--- config.mk ---
export PLATFORM = sky130hd
export DESIGN_NAME = mem_access_stage
export DESIGN_NICKNAME = d
export VERILOG_FILES = /design/src/rtl/mem_stage_pkg.sv /design/src/rtl/mem_access_stage_load_align.sv /design/src/rtl/mem_access_stage.sv
export SDC_FILE = /design/constraint.sdc
export NUM_CORES = 1
export LEC_CHECK = 0
export ABC_AREA = 1
export ABC_CLOCK_PERIOD_IN_PS = 4600
export CORE_ASPECT_RATIO = 0.7
export CORE_MARGIN = 2
export CORE_UTILIZATION = 55
export CTS_CLUSTER_SIZE = 16
export DETAILED_ROUTE_END_ITERATION = 16
export DONT_BUFFER_PORTS = 1
export PLACE_DENSITY = 0.7
export SKIP_CTS_REPAIR_TIMING = 1
export SLEW_MARGIN = 20
export SYNTH_ARGS = -nofsm -noshare
export SYNTH_HDL_FRONTEND = slang
export SYNTH_SLANG_ARGS = --single-unit
--- constraint.sdc ---
create_clock -name clk -period 4.6 [get_ports clk]
set_input_delay 0.23 -clock clk [delete_from_list [all_inputs] [get_ports clk]]
set_output_delay 0.23 -clock clk [all_outputs]
set_load 0.005 [all_outputs]
--- src/rtl/mem_stage_pkg.sv ---
// Shared encodings and lane helpers for the memory-access stage.
// Imported by the top and the load-alignment block.
package mem_stage_pkg;

    localparam logic [1:0] SZ_BYTE = 2'b00;
    localparam logic [1:0] SZ_HALF = 2'b01;
    localparam logic [1:0] SZ_WORD = 2'b10;

    typedef enum logic {IDLE, ACCESS} state_e;

    function automatic logic [3:0] byte_enable(input logic [1:0] addr_lo,
                                               input logic [1:0] size,
                                               input logic       big_endian);
        logic [1:0] lane;
        logic       pair;
        lane = big_endian ? (2'd3 - addr_lo) : addr_lo;
        pair = addr_lo[1] ^ big_endian;
        case (size)
            SZ_BYTE: byte_enable = 4'b0001 << lane;
            SZ_HALF: byte_enable = pair ? 4'b1100 : 4'b0011;
            default: byte_enable = 4'b1111;
        endcase
    endfunction

    function automatic logic [31:0] replicate(input logic [31:0] wdata,
                                              input logic [1:0]  size);
        case (size)
            SZ_BYTE: replicate = {4{wdata[7:0]}};
            SZ_HALF: replicate = {2{wdata[15:0]}};
            default: replicate = wdata;
        endcase
    endfunction

    // Size 2'b11 is an alias of word, so any size with bit 1 set needs word alignment.
    function automatic logic misaligned(input logic [1:0] addr_lo,
                                        input logic [1:0] size);
        case (size)
            SZ_BYTE: misaligned = 1'b0;
            SZ_HALF: misaligned = addr_lo[0];
            default: misaligned = (addr_lo != 2'b00);
        endcase
    endfunction

endpackage

--- src/rtl/mem_access_stage_load_align.sv ---
// Picks the addressed byte/half lane out of a memory word and
// sign- or zero-extends it to 32 bits.
module load_align
    import mem_stage_pkg::*;
#(
    parameter bit BIG_ENDIAN = 1'b0
) (
    input  logic [31:0] rdata_i,
    input  logic [1:0]  addr_i,
    input  logic [1:0]  size_i,
    input  logic        signext_i,
    output logic [31:0] data_o
);

    logic [1:0]  lane;
    logic        pair;
    logic [7:0]  byteVal;
    logic [15:0] halfVal;

    always_comb begin
        lane    = BIG_ENDIAN ? (2'd3 - addr_i) : addr_i;
        pair    = addr_i[1] ^ BIG_ENDIAN;
        byteVal = rdata_i[{lane, 3'b000} +: 8];
        halfVal = rdata_i[{pair, 4'b0000} +: 16];
        case (size_i)
            SZ_BYTE: data_o = {{24{signext_i & byteVal[7]}}, byteVal};
            SZ_HALF: data_o = {{16{signext_i & halfVal[15]}}, halfVal};
            default: data_o = rdata_i;
        endcase
    end

endmodule

--- src/rtl/mem_access_stage.sv ---
// MEM pipeline stage: byte/half/word loads and stores over a req/ack data port,
// stalling EX while busy, with misalignment and bus-timeout reporting.
module mem_access_stage
    import mem_stage_pkg::*;
#(
    parameter int ADDR_W         = 12,
    parameter bit BIG_ENDIAN     = 1'b0,
    parameter int TIMEOUT_CYCLES = 255
) (
    input  logic              clk,
    input  logic              rst,
    input  logic              in_valid,
    input  logic              in_read,
    input  logic              in_write,
    input  logic [1:0]        in_size,
    input  logic              in_signext,
    input  logic              in_jal,
    input  logic [31:0]       in_addr,
    input  logic [31:0]       in_wdata,
    input  logic [31:0]       in_pc4,
    input  logic [31:0]       in_next_pc,
    input  logic              in_int_choose,
    output logic              stall,
    output logic              mem_req,
    output logic              mem_we,
    output logic [ADDR_W-1:0] mem_addr,
    output logic [31:0]       mem_wdata,
    output logic [3:0]        mem_be,
    input  logic              mem_ack,
    input  logic [31:0]       mem_rdata,
    output logic              wb_valid,
    output logic [31:0]       wb_rf_din,
    output logic [31:0]       wb_next_pc,
    output logic [31:0]       wb_pc4,
    output logic              wb_int_choose,
    output logic              wb_misalign,
    output logic              wb_bus_err
);

    localparam int CNT_W = $clog2(TIMEOUT_CYCLES + 1);

    state_e              state_q, state_d;
    logic [CNT_W-1:0]    cnt_q, cnt_d;
    logic [ADDR_W-1:0]   reqAddr_q, reqAddr_d;
    logic                reqWe_q, reqWe_d;
    logic [3:0]          reqBe_q, reqBe_d;
    logic [31:0]         reqWdata_q, reqWdata_d;
    logic [1:0]          reqLo_q, reqLo_d;
    logic [1:0]          reqSize_q, reqSize_d;
    logic                reqSext_q, reqSext_d;
    logic [31:0]         reqPc4_q, reqPc4_d;
    logic [31:0]         reqNextPc_q, reqNextPc_d;
    logic                reqInt_q, reqInt_d;
    logic                wbValid_q, wbValid_d;
    logic [31:0]         wbRf_q, wbRf_d;
    logic [31:0]         wbNextPc_q, wbNextPc_d;
    logic [31:0]         wbPc4_q, wbPc4_d;
    logic                wbInt_q, wbInt_d;
    logic                wbMis_q, wbMis_d;
    logic                wbErr_q, wbErr_d;

    logic                memOp;
    logic                inMisaligned;
    logic [31:0]         loadValue;

    load_align #(.BIG_ENDIAN(BIG_ENDIAN)) u_load_align (
        .rdata_i   (mem_rdata),
        .addr_i    (reqLo_q),
        .size_i    (reqSize_q),
        .signext_i (reqSext_q),
        .data_o    (loadValue)
    );

    assign memOp        = in_read | in_write;
    assign inMisaligned = misaligned(in_addr[1:0], in_size);

    always_comb begin
        state_d     = state_q;
        cnt_d       = cnt_q;
        reqAddr_d   = reqAddr_q;
        reqWe_d     = reqWe_q;
        reqBe_d     = reqBe_q;
        reqWdata_d  = reqWdata_q;
        reqLo_d     = reqLo_q;
        reqSize_d   = reqSize_q;
        reqSext_d   = reqSext_q;
        reqPc4_d    = reqPc4_q;
        reqNextPc_d = reqNextPc_q;
        reqInt_d    = reqInt_q;
        wbValid_d   = 1'b0;
        wbRf_d      = wbRf_q;
        wbNextPc_d  = wbNextPc_q;
        wbPc4_d     = wbPc4_q;
        wbInt_d     = wbInt_q;
        wbMis_d     = wbMis_q;
        wbErr_d     = wbErr_q;
        case (state_q)
            IDLE: begin
                if (in_valid) begin
                    if (!memOp || inMisaligned) begin
                        wbValid_d  = 1'b1;
                        wbRf_d     = memOp ? 32'h0 : (in_jal ? in_pc4 : in_addr);
                        wbNextPc_d = in_next_pc;
                        wbPc4_d    = in_pc4;
                        wbInt_d    = in_int_choose;
                        wbMis_d    = memOp;
                        wbErr_d    = 1'b0;
                    end else begin
                        state_d     = ACCESS;
                        cnt_d       = '0;
                        reqAddr_d   = {in_addr[ADDR_W-1:2], 2'b00};
                        reqWe_d     = in_write;
                        reqBe_d     = byte_enable(in_addr[1:0], in_size, BIG_ENDIAN);
                        reqWdata_d  = replicate(in_wdata, in_size);
                        reqLo_d     = in_addr[1:0];
                        reqSize_d   = in_size;
                        reqSext_d   = in_signext;
                        reqPc4_d    = in_pc4;
                        reqNextPc_d = in_next_pc;
                        reqInt_d    = in_int_choose;
                    end
                end
            end
            ACCESS: begin
                // An ack arriving on the last allowed cycle still completes normally.
                if (mem_ack || cnt_q == CNT_W'(TIMEOUT_CYCLES - 1)) begin
                    state_d    = IDLE;
                    wbValid_d  = 1'b1;
                    wbRf_d     = (mem_ack && !reqWe_q) ? loadValue : 32'h0;
                    wbNextPc_d = reqNextPc_q;
                    wbPc4_d    = reqPc4_q;
                    wbInt_d    = reqInt_q;
                    wbMis_d    = 1'b0;
                    wbErr_d    = !mem_ack;
                end else begin
                    cnt_d = cnt_q + 1'b1;
                end
            end
            default: state_d = IDLE;
        endcase
    end

    always_ff @(posedge clk) begin
        if (rst) begin
            state_q     <= IDLE;
            cnt_q       <= '0;
            reqAddr_q   <= '0;
            reqWe_q     <= 1'b0;
            reqBe_q     <= 4'h0;
            reqWdata_q  <= 32'h0;
            reqLo_q     <= 2'b00;
            reqSize_q   <= 2'b00;
            reqSext_q   <= 1'b0;
            reqPc4_q    <= 32'h0;
            reqNextPc_q <= 32'h0;
            reqInt_q    <= 1'b0;
            wbValid_q   <= 1'b0;
            wbRf_q      <= 32'h0;
            wbNextPc_q  <= 32'h0;
            wbPc4_q     <= 32'h0;
            wbInt_q     <= 1'b0;
            wbMis_q     <= 1'b0;
            wbErr_q     <= 1'b0;
        end else begin
            state_q     <= state_d;
            cnt_q       <= cnt_d;
            reqAddr_q   <= reqAddr_d;
            reqWe_q     <= reqWe_d;
            reqBe_q     <= reqBe_d;
            reqWdata_q  <= reqWdata_d;
            reqLo_q     <= reqLo_d;
            reqSize_q   <= reqSize_d;
            reqSext_q   <= reqSext_d;
            reqPc4_q    <= reqPc4_d;
            reqNextPc_q <= reqNextPc_d;
            reqInt_q    <= reqInt_d;
            wbValid_q   <= wbValid_d;
            wbRf_q      <= wbRf_d;
            wbNextPc_q  <= wbNextPc_d;
            wbPc4_q     <= wbPc4_d;
            wbInt_q     <= wbInt_d;
            wbMis_q     <= wbMis_d;
            wbErr_q     <= wbErr_d;
        end
    end

    assign mem_req       = (state_q == ACCESS);
    assign mem_we        = mem_req & reqWe_q;
    assign mem_addr      = reqAddr_q;
    assign mem_wdata     = reqWdata_q;
    assign mem_be        = reqBe_q;
    assign stall         = (state_q == ACCESS) ||
                           (in_valid && memOp && !inMisaligned);
    assign wb_valid      = wbValid_q;
    assign wb_rf_din     = wbRf_q;
    assign wb_next_pc    = wbNextPc_q;
    assign wb_pc4        = wbPc4_q;
    assign wb_int_choose = wbInt_q;
    assign wb_misalign   = wbMis_q;
    assign wb_bus_err    = wbErr_q;

endmodule

==> metrics.md <==
| Metric | Value |
|---|---|
| Nets | `1810` |
| Overflow after GRT | `0` |
| Arr. time, crit path | `3510 ps` |
| Share of the yosys chip area belonging to registers | `42.5%` |
| Synth top area cells | `dfxtp_1, nand2_1, nor2_1` |
| Top-area cell type share of the netlist area | `42.5%` |
| Failing checks | `negative hold slack` |
| Maximum VDD drop | `0.000275 V` |
| Clk buf depth | `3` |
| Die Span X | `170 um` |
| Placed inst area | `10500 sq um` |
| Worst-Margin Slew | `1010 ps` |
| Vias in the first global route | `9145` |
| Vias | `10700` |
| Global routing usage on met2 | `48.0%` |
| Post-synth ARST share | `0%` |
| Setup-failing EPs final | `0` |
| Top cell type by total area after synthesis | `dfxtp_1` |
| Initial antenna violation count | `0` |
| Io pins | `322` |
| Status | `finished with violations` |
| DR iter-0 viols | `1155` |
| Post-route antenna net violation count | `0` |
| Rows | `42` |
| Gpl congestion | `0.918` |
| Routed len/inst | `18.3 um` |
| Die height | `120 um` |
| Final Slew Violations | `0` |
| Routed wire length | `34700 um` |
| First-pass DRT Iterations | `5` |
| H-Tree Depth | `1` |
| Kind of start point of the critical path | `flop` |
| GR Util met3 | `10.0%` |
| Rel. slew slack | `32.4%` |
| P_leak | `0.00519 uW` |
| Worst slack, placed | `1590 ps` |
| Met1 usage | `41.0%` |
| Final hold slack | `-83.5 ps` |
| Total Routing Usage GR | `30.8%` |
| EDFF count, synth | `0` |
| CP Capture Type | `flop` |
| DP HPWL | `22100 um` |
| Clk_lat worst skew | `510 ps` |
| Mapped Area | `10600 sq um` |
| YS warnings | `0` |
| Global-route wire length before repair | `50400 um` |
| Synth unique cells | `36` |
| Yosys reg bits | `226` |
| Design Power | `4780 uW` |
| Share of cells above drive strength 1 | `4.06%` |
| Required @ worst endpoint | `5040 ps` |
| Area delta synth->final | `14.8%` |
| DRC errors left | `0` |
| Final TNS setup | `0 ps` |
| RSZ-0062 raised after global routing | `false` |
| Initial cell density of the core | `56.2%` |
| Mapped Cells | `1614` |
| Pin count of the biggest net entering global routing | `93` |
| Skew final | `15.7 ps` |
| Crit path max fanout | `65` |
| Core Util, Final | `64.5%` |
| Clock root cell | `clkbuf_16` |
| Core area | `18900 sq um` |
| Port bufs | `0` |
| Grt peak-use layer | `met2` |
| Num CTS Buffers | `23` |
| CTS tree | `yes` |
| Synth Flop Type | `dfxtp_1` |
| Fin crit period | `3070 ps` |
| Mapped Avg Cell Area | `6.59 sq um` |
| Fin. Hold Viols | `17` |
| Reg clk slew, reported paths | `70 ps` |
| Vias/cell | `5.65` |
| Max Fclk | `325 MHz` |
| Final period util | `66.8%` |
| HP Class | `input pin to flop` |
| Num Clock Sinks | `226` |
| Die area | `20500 sq um` |
| PnR worst setup slack | `1530 ps` |
| Crit Path Class | `flop to flop` |
| Max cap viols | `0` |
| PD cells | `392 nW/um^2` |
| Finished Cell Area | `12200 sq um` |
## report_power, final
group | leakage, uW | internal [uW] | switching, uW
sequential | 0.00186 | 2110 | 127
clock | 0.000359 | 1070 | 775
combinational | 0.00297 | 244 | 448
## critical path, cell delays in order (launching register included)
cell and delay [ps]:
dfxtp_1 330, inv_1 130, ha_1 160, inv_1 40
nor2_1 90, nand2_1 70, nand2_2 120, nand3_4 520
inv_2 740, buf_4 530, nor2_1 80, nor2_1 130
## kinds of logic (layout without fill, tap and decap cells)
family / after synthesis / in the layout / share of synthesized area, %
AOI/OAI and AO/OA: 337 / 337 / 17.3
xor gates and xnor gates: 3 / 3 / 0.247
adders and majority gates: 2 / 2 / 0.235
buffers and inverters: 207 / 244 / 8.79
DFF: 226 / 226 / 42.5
other: 1 / 3 / 0.0353
and+or+nand+nor: 838 / 838 / 30.9
## per-stage QoR
step           instances  hold slack [ps]
6_report            1895            -83.5
5_1_grt             1894            0.186
4_1_cts             1796             -216
3_5_place_dp        1756              310
3_3_place_gp        1756              308
2_1_floorplan       1615              374
## sequential cells by signal, indices dropped and copies added (netlist names), 2 cells and up
signal and cells:
wb_next_pc 32, wb_rf_din 32, reqPc4_q 32, mem_addr 10, mem_be 4, reqLo_q 2, cnt_q 8, reqSize_q 2
wb_pc4 32, mem_wdata 32, reqNextPc_q 32
## placed cells by master, fill, tap and decap left out, types with 16 or more instances in the layout
| cell | synthesis | routed |
|---|---|---|
| nand2_1 | 519 | 518 |
| nor2_1 | 267 | 267 |
| dfxtp_1 | 226 | 225 |
| a21oi_1 | 142 | 142 |
| o21ai_0 | 140 | 140 |
| dlygate4sd3_1 | 0 | 97 |
| inv_1 | 90 | 90 |
| nand3_1 | 35 | 35 |
| o32ai_1 | 25 | 25 |
| clkbuf_16 | 0 | 23 |
| o211ai_1 | 16 | 16 |
## cell usage after synthesis (3+ instances only)
master and count:
inv_2 5, buf_1 3, buf_4 12, o21ai_0 140, dfxtp_1 226, o21ai_1 9
buf_2 32, nand2_2 3, nor2_1 267, nand2_1 519, buf_6 9, clkbuf_1 53
o32ai_1 25, a21oi_1 142, inv_1 90, nand3_1 35, o211ai_1 16
## layout make-up
type                       count  area, sq um
fill                        1776         6710
tap                          242          303
sequential                   226         4530
clock buffer                  34          677
inverter                      98          377
antenna                        1         2.50
clock inverter                 6         63.8
multi-input combinational   1182         5190
timing repair buffer         106         1070
## metal layers
metal	vias to the layer above	share of wire, %
li1	5172	-
met1	4926	42
met2	535	45
met3	66	11
met4	0	2.6
met5	-	0
## path summary, 6_finish.rpt
kind              startpoint               to  slack, ps  cells past startpoint
max                 cnt_q[0]       wb_pc4[24]       1530                     11
min              in_addr[10]     mem_addr[10]        -80                      2
max reg2reg         cnt_q[0]       wb_pc4[24]       1530                     11
min reg2reg  reqNextPc_q[10]  reqNextPc_q[10]        460                      2
No activity file was read; power rests on OpenSTA's default activity.
